File: config.mk
export PLATFORM = sky130hd
export DESIGN_NAME = frame_bank_scheduler
export DESIGN_NICKNAME = d
export VERILOG_FILES = /design/src/rtl/fbs_pkg.sv /design/src/rtl/fbs_edge_sync.sv /design/src/rtl/frame_bank_scheduler.sv
export SDC_FILE = /design/constraint.sdc
export NUM_CORES = 1
export LEC_CHECK = 0
export CORE_UTILIZATION = 38
export CTS_BUF_LIST = sky130_fd_sc_hd__clkbuf_16
export CTS_CLUSTER_DIAMETER = 30
export DETAILED_ROUTE_END_ITERATION = 6
export PLACE_DENSITY = 0.67
export SLEW_MARGIN = 20
export SYNTH_ARGS = -nofsm -noshare
export SYNTH_HDL_FRONTEND = slang
export SYNTH_SLANG_ARGS = --single-unit
File: constraint.sdc
create_clock -name iCLK -period 5 [get_ports iCLK]
set_clock_uncertainty 0.2 [all_clocks]
set_input_delay 1 -clock iCLK [delete_from_list [all_inputs] [get_ports iCLK]]
set_output_delay 1 -clock iCLK [all_outputs]
set_load 0.05 [all_outputs]
File: src/rtl/fbs_pkg.sv
// Shared types and the bank base-address helper for the triple-buffer frame bank scheduler.
package fbs_pkg;

    typedef logic [1:0] bank_t;

    typedef enum logic [1:0] {
        INIT,
        IDLE,
        SETUP,
        LOAD
    } seq_state_t;

    localparam int unsigned BASE_W = 32;

    // Callers truncate the result to their own address width.
    function automatic logic [BASE_W-1:0] bank_base(input bank_t bank,
                                                    input int unsigned base,
                                                    input int unsigned words);
        return base + 32'(bank) * words;
    endfunction

endpackage

File: src/rtl/fbs_edge_sync.sv
// Two-flop synchronizer followed by a registered falling-edge detector (one-cycle pulse).
module fbs_edge_sync (
    input  logic clk_i,
    input  logic rst_ni,
    input  logic async_i,
    output logic fall_o
);

    logic [2:0] sync_q;
    logic       fall_q;

    // sync_q[1] is the synchronized level; sync_q[2] is its previous value.
    always_ff @(posedge clk_i or negedge rst_ni) begin
        if (!rst_ni) begin
            sync_q <= '0;
            fall_q <= 1'b0;
        end else begin
            sync_q <= {sync_q[1:0], async_i};
            fall_q <= sync_q[2] & ~sync_q[1];
        end
    end

    assign fall_o = fall_q;

endmodule

File: src/rtl/frame_bank_scheduler.sv
// Triple-buffer bank scheduler: rotates write/read/ready frame banks on camera and VGA
// vertical-sync falls and sequences the SDRAM controller pointer reloads.
module frame_bank_scheduler
    import fbs_pkg::*;
#(
    parameter int unsigned ADDR_W      = 23,
    parameter int unsigned BASE_ADDR   = 0,
    parameter int unsigned FRAME_WORDS = 307200,
    parameter int unsigned LOAD_CYCLES = 4
) (
    input  logic              iCLK,
    input  logic              iRST_N,
    input  logic              iWR_VS,
    input  logic              iRD_VS,
    input  logic              iFREEZE,
    output logic [ADDR_W-1:0] oWR_ADDR,
    output logic              oWR_LOAD,
    output logic [ADDR_W-1:0] oRD_ADDR,
    output logic              oRD_LOAD,
    output logic [1:0]        oWR_BANK,
    output logic [1:0]        oRD_BANK,
    output logic              oFRESH,
    output logic [7:0]        oDROP_CNT
);

    if (64'(BASE_ADDR) + 64'(3) * 64'(FRAME_WORDS) > (64'(1) << ADDR_W)) begin : g_addr_check
        $error("frame_bank_scheduler: three frame banks do not fit in ADDR_W address bits");
    end

    localparam int unsigned          CNT_W    = (LOAD_CYCLES > 1) ? $clog2(LOAD_CYCLES) : 1;
    localparam logic [CNT_W-1:0]     CNT_LAST = CNT_W'(LOAD_CYCLES - 1);

    logic [1:0]       ev_fall;
    logic             wr_ev, rd_ev;
    seq_state_t       seq_q [2];
    logic [CNT_W-1:0] cnt_q [2];
    logic [1:0]       load_q;

    bank_t            w_q, r_q, f_q, w_d, r_d, f_d, tmp_bank;
    logic             fresh_q, fresh_d;
    logic [7:0]       drop_q, drop_d;
    logic [ADDR_W-1:0] wr_addr_q, rd_addr_q;

    fbs_edge_sync u_wr_sync (.clk_i(iCLK), .rst_ni(iRST_N), .async_i(iWR_VS), .fall_o(ev_fall[0]));
    fbs_edge_sync u_rd_sync (.clk_i(iCLK), .rst_ni(iRST_N), .async_i(iRD_VS), .fall_o(ev_fall[1]));

    // A port only accepts an event while its sequencer is idle.
    assign wr_ev = ev_fall[0] && (seq_q[0] == IDLE);
    assign rd_ev = ev_fall[1] && (seq_q[1] == IDLE);

    // Sequencer index 0 serves the write port, index 1 the read port.
    always_ff @(posedge iCLK or negedge iRST_N) begin
        if (!iRST_N) begin
            for (int i = 0; i < 2; i++) begin
                seq_q[i] <= INIT;
                cnt_q[i] <= '0;
            end
            load_q <= '0;
        end else begin
            for (int i = 0; i < 2; i++) begin
                case (seq_q[i])
                    INIT:  seq_q[i] <= SETUP;
                    IDLE:  if (ev_fall[i]) seq_q[i] <= SETUP;
                    SETUP: begin
                        seq_q[i]  <= LOAD;
                        load_q[i] <= 1'b1;
                        cnt_q[i]  <= '0;
                    end
                    LOAD: begin
                        if (cnt_q[i] == CNT_LAST) begin
                            seq_q[i]  <= IDLE;
                            load_q[i] <= 1'b0;
                        end else begin
                            cnt_q[i] <= cnt_q[i] + CNT_W'(1);
                        end
                    end
                    default: seq_q[i] <= INIT;
                endcase
            end
        end
    end

    // Write swap is applied first; a same-cycle read swap then sees its result.
    always_comb begin
        w_d      = w_q;
        r_d      = r_q;
        f_d      = f_q;
        fresh_d  = fresh_q;
        drop_d   = drop_q;
        tmp_bank = r_q;
        if (wr_ev) begin
            w_d     = f_q;
            f_d     = w_q;
            fresh_d = 1'b1;
            if (fresh_q && (drop_q != 8'hFF)) drop_d = drop_q + 8'd1;
        end
        if (rd_ev && fresh_d && !iFREEZE) begin
            tmp_bank = r_d;
            r_d      = f_d;
            f_d      = tmp_bank;
            fresh_d  = 1'b0;
        end
    end

    always_ff @(posedge iCLK or negedge iRST_N) begin
        if (!iRST_N) begin
            w_q       <= 2'd0;
            r_q       <= 2'd1;
            f_q       <= 2'd2;
            fresh_q   <= 1'b0;
            drop_q    <= '0;
            wr_addr_q <= ADDR_W'(bank_base(2'd0, BASE_ADDR, FRAME_WORDS));
            rd_addr_q <= ADDR_W'(bank_base(2'd1, BASE_ADDR, FRAME_WORDS));
        end else begin
            w_q       <= w_d;
            r_q       <= r_d;
            f_q       <= f_d;
            fresh_q   <= fresh_d;
            drop_q    <= drop_d;
            wr_addr_q <= ADDR_W'(bank_base(w_d, BASE_ADDR, FRAME_WORDS));
            rd_addr_q <= ADDR_W'(bank_base(r_d, BASE_ADDR, FRAME_WORDS));
        end
    end

    assign oWR_ADDR  = wr_addr_q;
    assign oRD_ADDR  = rd_addr_q;
    assign oWR_LOAD  = load_q[0];
    assign oRD_LOAD  = load_q[1];
    assign oWR_BANK  = w_q;
    assign oRD_BANK  = r_q;
    assign oFRESH    = fresh_q;
    assign oDROP_CNT = drop_q;

endmodule

Yosys cells after proc, flatten, opt, wreduce, memory -nomap -nowiden
Index checks and enable logic that the tools add are counted.
{"block": "totals", "regBits": 51, "inputBits": 5, "word_cells": 78}
{"block": "classes", "addsub": 3, "multipliers": 2, "n_eq_ne": 15, "muxes": 20, "n_bitwise": 4, "n_reduce_logical": 17}
{"cell": "2-bit 2-to-1 mux", "n": 10}
{"cell": "2-bit by 7-bit multiplier with 9-bit output (second input constant)", "n": 2}
{"cell": "2-bit case mux with 4 select lines", "n": 2}
{"cell": "2-bit AND reduction", "n": 7}
{"cell": "2-bit == test (second input constant)", "n": 6}
{"cell": "8-bit by 1-bit adder with 8-bit output (second input constant)", "n": 1}
{"cell": "2-bit inequality test (second input constant)", "n": 4}
{"cell": "8-bit inequality test (second input constant)", "n": 1}
{"cell": "2-bit case mux with 2 select lines", "n": 2}
{"cell": "1-bit logical AND", "n": 5}
{"cell": "2-bit by 1-bit adder with 2-bit output (second input constant)", "n": 2}
{"cell": "2-bit by 1-bit == test with 1-bit output (second input constant)", "n": 2}
{"cell": "2-bit zero test", "n": 2}
{"cell": "1-bit 2-to-1 mux", "n": 4}
{"cell": "2-bit by 1-bit inequality test with 1-bit output (second input constant)", "n": 2}
{"cell": "1-bit case mux with 2 select lines", "n": 2}
{"cell": "2-bit nonzero test", "n": 2}
{"cell": "1-bit AND", "n": 2}
{"cell": "1-bit NOT", "n": 2}
{"cell": "1-bit zero test", "n": 1}

Logic depth before layout (Yosys ltp)
{"block": "depth", "ltp_word": 7, "depth_mapped": 6, "ltp_nobuf": 5}

By module
A second synthesis with hierarchy kept.
{"block": "hier_totals", "hier_cells": 194, "hier_area_um2": 2132.0}
{"mod": "frame_bank_scheduler", "n_inst": 1, "cells_each": 184, "area_each_um2": 1904.3}
{"mod": "fbs_edge_sync", "n_inst": 2, "cells_each": 5, "area_each_um2": 113.9}

Worst setup path before layout
No wires, ideal clock.
{"block": "synth_timing", "path_kind": "input-to-reg", "from": "input iFREEZE", "to": "register rd_addr_q[13], in the netlist oRD_ADDR[13]", "setup_ps": 58, "arrival_time_ps": 2019, "required_time_ps": 4742, "setup_slack_ps": 2723, "path_stages": 5, "n_path_buf": 0, "path_cell_list": "nor4bb_4 > o21ai_4 > a22o_1 > ha_1 > inv_1"}
{"block": "synth_via", "elab_chain_cells": 4}
{"element": "start: declaration", "line": "frame_bank_scheduler.sv:15", "source": "input logic iFREEZE,"}
{"element": "1-bit zero test", "line": "frame_bank_scheduler.sv:97", "source": "if (rd_ev && fresh_d && !iFREEZE) begin"}
{"element": "1-bit logical AND", "line": "frame_bank_scheduler.sv:97"}
{"element": "2-bit 2-to-1 mux", "line": "frame_bank_scheduler.sv:97"}
{"element": "2-bit by 7-bit multiplier with 9-bit output", "line": "fbs_pkg.sv:19", "source": "return base + 32'(bank) * words;"}
{"element": "end signal: assignment", "line": "frame_bank_scheduler.sv:113", "source": "rd_addr_q <= ADDR_W'(bank_base(2'd1, BASE_ADDR, FRAME_WORDS));"}
{"element": "end signal: assignment", "line": "frame_bank_scheduler.sv:121", "source": "rd_addr_q <= ADDR_W'(bank_base(r_d, BASE_ADDR, FRAME_WORDS));"}
{"element": "end: declaration", "line": "frame_bank_scheduler.sv:42", "source": "logic [ADDR_W-1:0] wr_addr_q, rd_addr_q;"}
Every way passes these cells.
A chain may end at the register's enable or synchronous reset.

Final worst setup path
{"block": "layout_timing", "from": "register fresh_q, in the netlist oFRESH", "to": "output oFRESH"}
{"element": "start: declaration", "line": "frame_bank_scheduler.sv:40", "source": "logic fresh_q, fresh_d;"}
{"element": "start signal: assignment", "line": "frame_bank_scheduler.sv:118", "source": "fresh_q <= fresh_d;"}
{"element": "end: declaration", "line": "frame_bank_scheduler.sv:22", "source": "output logic oFRESH,"}
No word-level cell between the ends.

==> report_table.html <==
<table>
<tr><th>Metric</th><th>Value</th></tr>
<tr><th colspan="2">Run status</th></tr>
<tr><td>Status</td><td>completed</td></tr>
<tr><th colspan="2">Routing</th></tr>
<tr><td>Number of vias after detailed routing</td><td>1331</td></tr>
<tr><td>Routed Wire Length</td><td>3400 um</td></tr>
<tr><td>Detailed-route vias per instance</td><td>4.61</td></tr>
<tr><td>Iteration count of the initial detailed-routing pass</td><td>4</td></tr>
<tr><td>WL/cell</td><td>11.8 um</td></tr>
<tr><td>DRC violation count after routing</td><td>0</td></tr>
<tr><td>Final antenna-violating net count</td><td>0</td></tr>
<tr><td>Number of DRC violations after detailed-routing iteration 0</td><td>between 40 and 50</td></tr>
<tr><th colspan="2">Yosys</th></tr>
<tr><td>Avg Synthesized Cell Area</td><td>11.2 um2</td></tr>
<tr><td>Number of flops mapped to enable cells by yosys</td><td>0</td></tr>
<tr><td>Post-synthesis cell area</td><td>~0.0021 mm2</td></tr>
<tr><td>Main flop type after synthesis</td><td>dfrtp_1</td></tr>
<tr><td>Ys Warns</td><td>0</td></tr>
<tr><td>Largest area contributor in the netlist</td><td>dfrtp_1</td></tr>
<tr><td>Cells after Synth</td><td>188</td></tr>
<tr><td>Post-synthesis sequential area ratio</td><td>0.490</td></tr>
<tr><td>Cells taking the most area after synthesis</td><td>dfrtp_1 (44%), buf_4 (15%), dfstp_2 (5.0%)</td></tr>
<tr><td>Synthesis-stage register bit count</td><td>41</td></tr>
<tr><td>Share of the synthesized area in the top cell type</td><td>0.440</td></tr>
<tr><td>Library cells used by synthesis</td><td>38</td></tr>
<tr><td>Post-synth ARST share</td><td>1.00</td></tr>
<tr><th colspan="2">Layout</th></tr>
<tr><td>Number of inserted filler cells in the final layout</td><td>486</td></tr>
<tr><td>Total inserted antenna cells</td><td>0</td></tr>
<tr><td>Commonest cells after routing, fill and taps aside</td><td>dfrtp_1 (37), clkdlybuf4s50_1 (34), conb_1 (30)</td></tr>
<tr><td>Most common library cell in the layout ignoring fill and taps</td><td>dfrtp_1</td></tr>
<tr><td>Seq. cell area</td><td>0.00103 mm2</td></tr>
<tr><td>Signed area change from the synthesized netlist to the final layout</td><td>19.0%</td></tr>
<tr><td>Area of the multi-input gates</td><td>837 um2</td></tr>
<tr><td>Layout Nets</td><td>230</td></tr>
<tr><td>Share of final-layout standard cells stronger than drive strength 1</td><td>0.0776</td></tr>
<tr><th colspan="2">Clock network</th></tr>
<tr><td>Setup Buffers After CTS</td><td>0</td></tr>
<tr><td>Inserted Clock Buffers</td><td>5</td></tr>
<tr><td>Max H-tree Level</td><td>2</td></tr>
<tr><td>Maximum clock insertion buffer count</td><td>2</td></tr>
<tr><td>TritonCTS clock tree</td><td>done</td></tr>
<tr><td>Buffer type at the clock tree root</td><td>clkbuf_16</td></tr>
<tr><td>Total of hold buffers inserted after clock tree synthesis</td><td>0</td></tr>
<tr><td>Clock-pin slew on the worst setup and hold paths</td><td>~0.06 ns</td></tr>
<tr><td>Worst skew pair latency</td><td>0.28 ns</td></tr>
<tr><td>Post-CTS sizing</td><td>0</td></tr>
<tr><td>Clock sink count</td><td>41</td></tr>
<tr><th colspan="2">Timing</th></tr>
<tr><td>Final worst-path setup slack</td><td>2.03 ns</td></tr>
<tr><td>Number of setup violations in the final report</td><td>0</td></tr>
<tr><td>Max-slew violations</td><td>0</td></tr>
<tr><td>Shortest clock period the worst path allows after layout</td><td>2.97 ns</td></tr>
<tr><td>Worst slew slack as a fraction of its limit</td><td>0.413</td></tr>
<tr><td>Crit share post-route</td><td>0.595</td></tr>
<tr><td>Setup TNS</td><td>0 ns</td></tr>
<tr><td>Final hold violation count</td><td>0</td></tr>
<tr><td>Peak Freq</td><td>336 MHz</td></tr>
<tr><td>Worst Max-Slew Pin Slew</td><td>~0.9 ns</td></tr>
<tr><td>Setup repair after global routing missed its margin</td><td>false</td></tr>
<tr><th colspan="2">Critical path</th></tr>
<tr><td>Worst Setup Path Type</td><td>flip-flop to primary output</td></tr>
<tr><td>Worst Path Required</td><td>3.80 ns</td></tr>
<tr><td>Delay of the slowest critical-path stage</td><td>0.89 ns</td></tr>
<tr><td>Ordered list of cells on the worst path</td><td>clkdlybuf4s50_1</td></tr>
<tr><td>Reg-to-reg slack, setup</td><td>~2.8 ns</td></tr>
<tr><td>Highest fanout seen on the critical path</td><td>11</td></tr>
<tr><td>Worst setup SP type</td><td>flip-flop</td></tr>
<tr><td>CP Buf/Inv Count</td><td>1</td></tr>
<tr><td>Family with the most delay on the worst path</td><td>buffers and inverters</td></tr>
<tr><td>Element type at the critical path end</td><td>primary output</td></tr>
<tr><td>CP Data Arrival Time</td><td>1.77 ns</td></tr>
<tr><td>Slowest stage cell, crit path</td><td>clkdlybuf4s50_1</td></tr>
<tr><th colspan="2">Place</th></tr>
<tr><td>Setup Slack @ Placement</td><td>1.81 ns</td></tr>
<tr><td>Weighted congestion reported at the end of routability-driven placement</td><td>between 0.7 and 0.8</td></tr>
<tr><td>IO buf count</td><td>35</td></tr>
<tr><td>DP Wirelength</td><td>roughly 2400 um</td></tr>
<tr><th colspan="2">Floorplan</th></tr>
<tr><td>Row cnt</td><td>26</td></tr>
<tr><td>Die outline width</td><td>about 76 um</td></tr>
<tr><td>Core area</td><td>roughly 0.0052 mm2</td></tr>
<tr><td>Height of the die</td><td>76.4 um</td></tr>
<tr><td>Total Die Area</td><td>0.00584 mm2</td></tr>
<tr><td>Ports placed on the boundary</td><td>between 60 and 70</td></tr>
<tr><td>Initial standard-cell utilization of the core</td><td>0.404</td></tr>
<tr><th colspan="2">Global routing</th></tr>
<tr><td>Vias in the first global route</td><td>between 1000 and 1500</td></tr>
<tr><td>Antenna violations before repair</td><td>0</td></tr>
<tr><td>Global-route usage over all layers</td><td>0.121</td></tr>
<tr><td>Wire length of the first global-routing pass</td><td>about 5500 um</td></tr>
<tr><td>GR Overflow Total</td><td>0</td></tr>
<tr><td>Maximum number of pins on one net before global-route repair</td><td>42</td></tr>
<tr><th colspan="2">Hold path</th></tr>
<tr><td>Tightest Hold Check Type</td><td>flip-flop to flip-flop</td></tr>
<tr><th colspan="2">Flow run</th></tr>
<tr><td>Total of max-cap violations</td><td>0</td></tr>
<tr><th colspan="2">Pwr</th></tr>
<tr><td>Leakage Power</td><td>~0.0012 uW</td></tr>
<tr><td>Power density cells</td><td>730 mW/mm2</td></tr>
<tr><td>Maximum ir drop on the vdd rail</td><td>0.350 mV</td></tr>
</table>
kinds of logic (layout without fill, tap and decap cells):
family / after synthesis / in the layout / share of synthesized area
buffers and inverters: 51 / 53 / 0.164
and+or+nand+nor: 46 / 46 / 0.133
DFF: 41 / 41 / 0.490
AOI/OAI and AO/OA: 30 / 30 / 0.112
muxes: 8 / 8 / 0.0404
adders and majority gates: 7 / 7 / 0.0416
xor gates and xnor gates: 4 / 4 / 0.0166
other: 1 / 30 / 0.00178
flip-flops by register name (all words and copies together), names as in the netlist, 3 cells and up:
signal	count
u_rd_sync.sync_q	3
oWR_ADDR	5
oRD_ADDR	5
cnt_q	4
u_wr_sync.sync_q	3
oDROP_CNT	8
seq_q	4
power by group:
group	switching, uW	internal, uW	leakage, uW
registers	126	455	0.000495
clock network	124	233	0.0000775
logic	584	306	0.000600
total	834	995	0.00117
per-layer routing:
| layer | routed length, um | up-vias | global-route usage |
|---|---|---|---|
| li1 | - | 640 | - |
| met1 | 1550 | 644 | 0.148 |
| met2 | 1610 | 42 | 0.190 |
| met3 | 188 | 5 | 0.0467 |
| met4 | 55 | 0 | 0.0519 |
| met5 | 0 | - | 0 |
cell usage after synthesis, types with 2 or more instances:
cell,number
a211o_1,2
a21o_1,2
a21oi_1,3
a22o_1,5
and3_1,2
and3b_1,3
buf_4,41
dfrtp_1,37
dfstp_2,4
ha_1,7
inv_1,10
mux2_1,4
mux2i_1,4
nand2_1,16
nand2b_1,4
nand3_1,5
nand3b_1,2
nand4_1,2
nor2_1,3
nor2b_1,2
o211a_1,2
o211ai_1,2
o21ai_0,6
o2bb2ai_1,2
or3_1,2
xnor2_1,4
final cells by class:
| class | count | area share |
|---|---|---|
| sequential | 41 | 0.412 |
| multi-input combinational | 125 | 0.334 |
| timing repair buffer | 35 | 0.138 |
| clock buffer | 5 | 0.0500 |
| tap | 70 | 0.0350 |
| clock inverter | 3 | 0.0165 |
| inverter | 10 | 0.0150 |
worst register-to-register path, cell delays in order (launching register included):
cell	delay (ns)
dfrtp_1	0.44
nor4bb_4	0.66
o21ai_4	0.20
a22o_1	0.28
ha_1	0.26
inv_1	0.05
through the flow:
| stage | hold WS [ns] | util | area (um2) | total power [uW] | std cells |
|---|---|---|---|---|---|
| 6_report | 0.152 | 0.481 | 2500 | 1830 | 289 |
| 3_3_place_gp | 0.132 | 0.449 | 2340 | 1470 | 281 |
| 4_1_cts | 0.152 | 0.481 | 2500 | 1840 | 289 |
| 5_1_grt | 0.167 | 0.481 | 2500 | 1930 | 289 |
| 2_1_floorplan | 0.131 | - | 2210 | 1270 | 217 |
| 3_5_place_dp | 0.138 | 0.449 | 2340 | 1480 | 281 |
path summary, 6_finish.rpt:
kind / end / from / cells past startpoint
setup reg to reg: oRD_ADDR[13] / seq_q[1] / 5
hold reg to reg: u_rd_sync.sync_q[1] / u_rd_sync.sync_q[0] / 0
min in group asynchronous: cnt_q[2] / iRST_N / 1
hold / removal: u_rd_sync.sync_q[1] / u_rd_sync.sync_q[0] / 0
setup / recovery: oFRESH / oFRESH / 1
max in group asynchronous: seq_q[0] / iRST_N / 1
(Power assumes the default switching activity.)
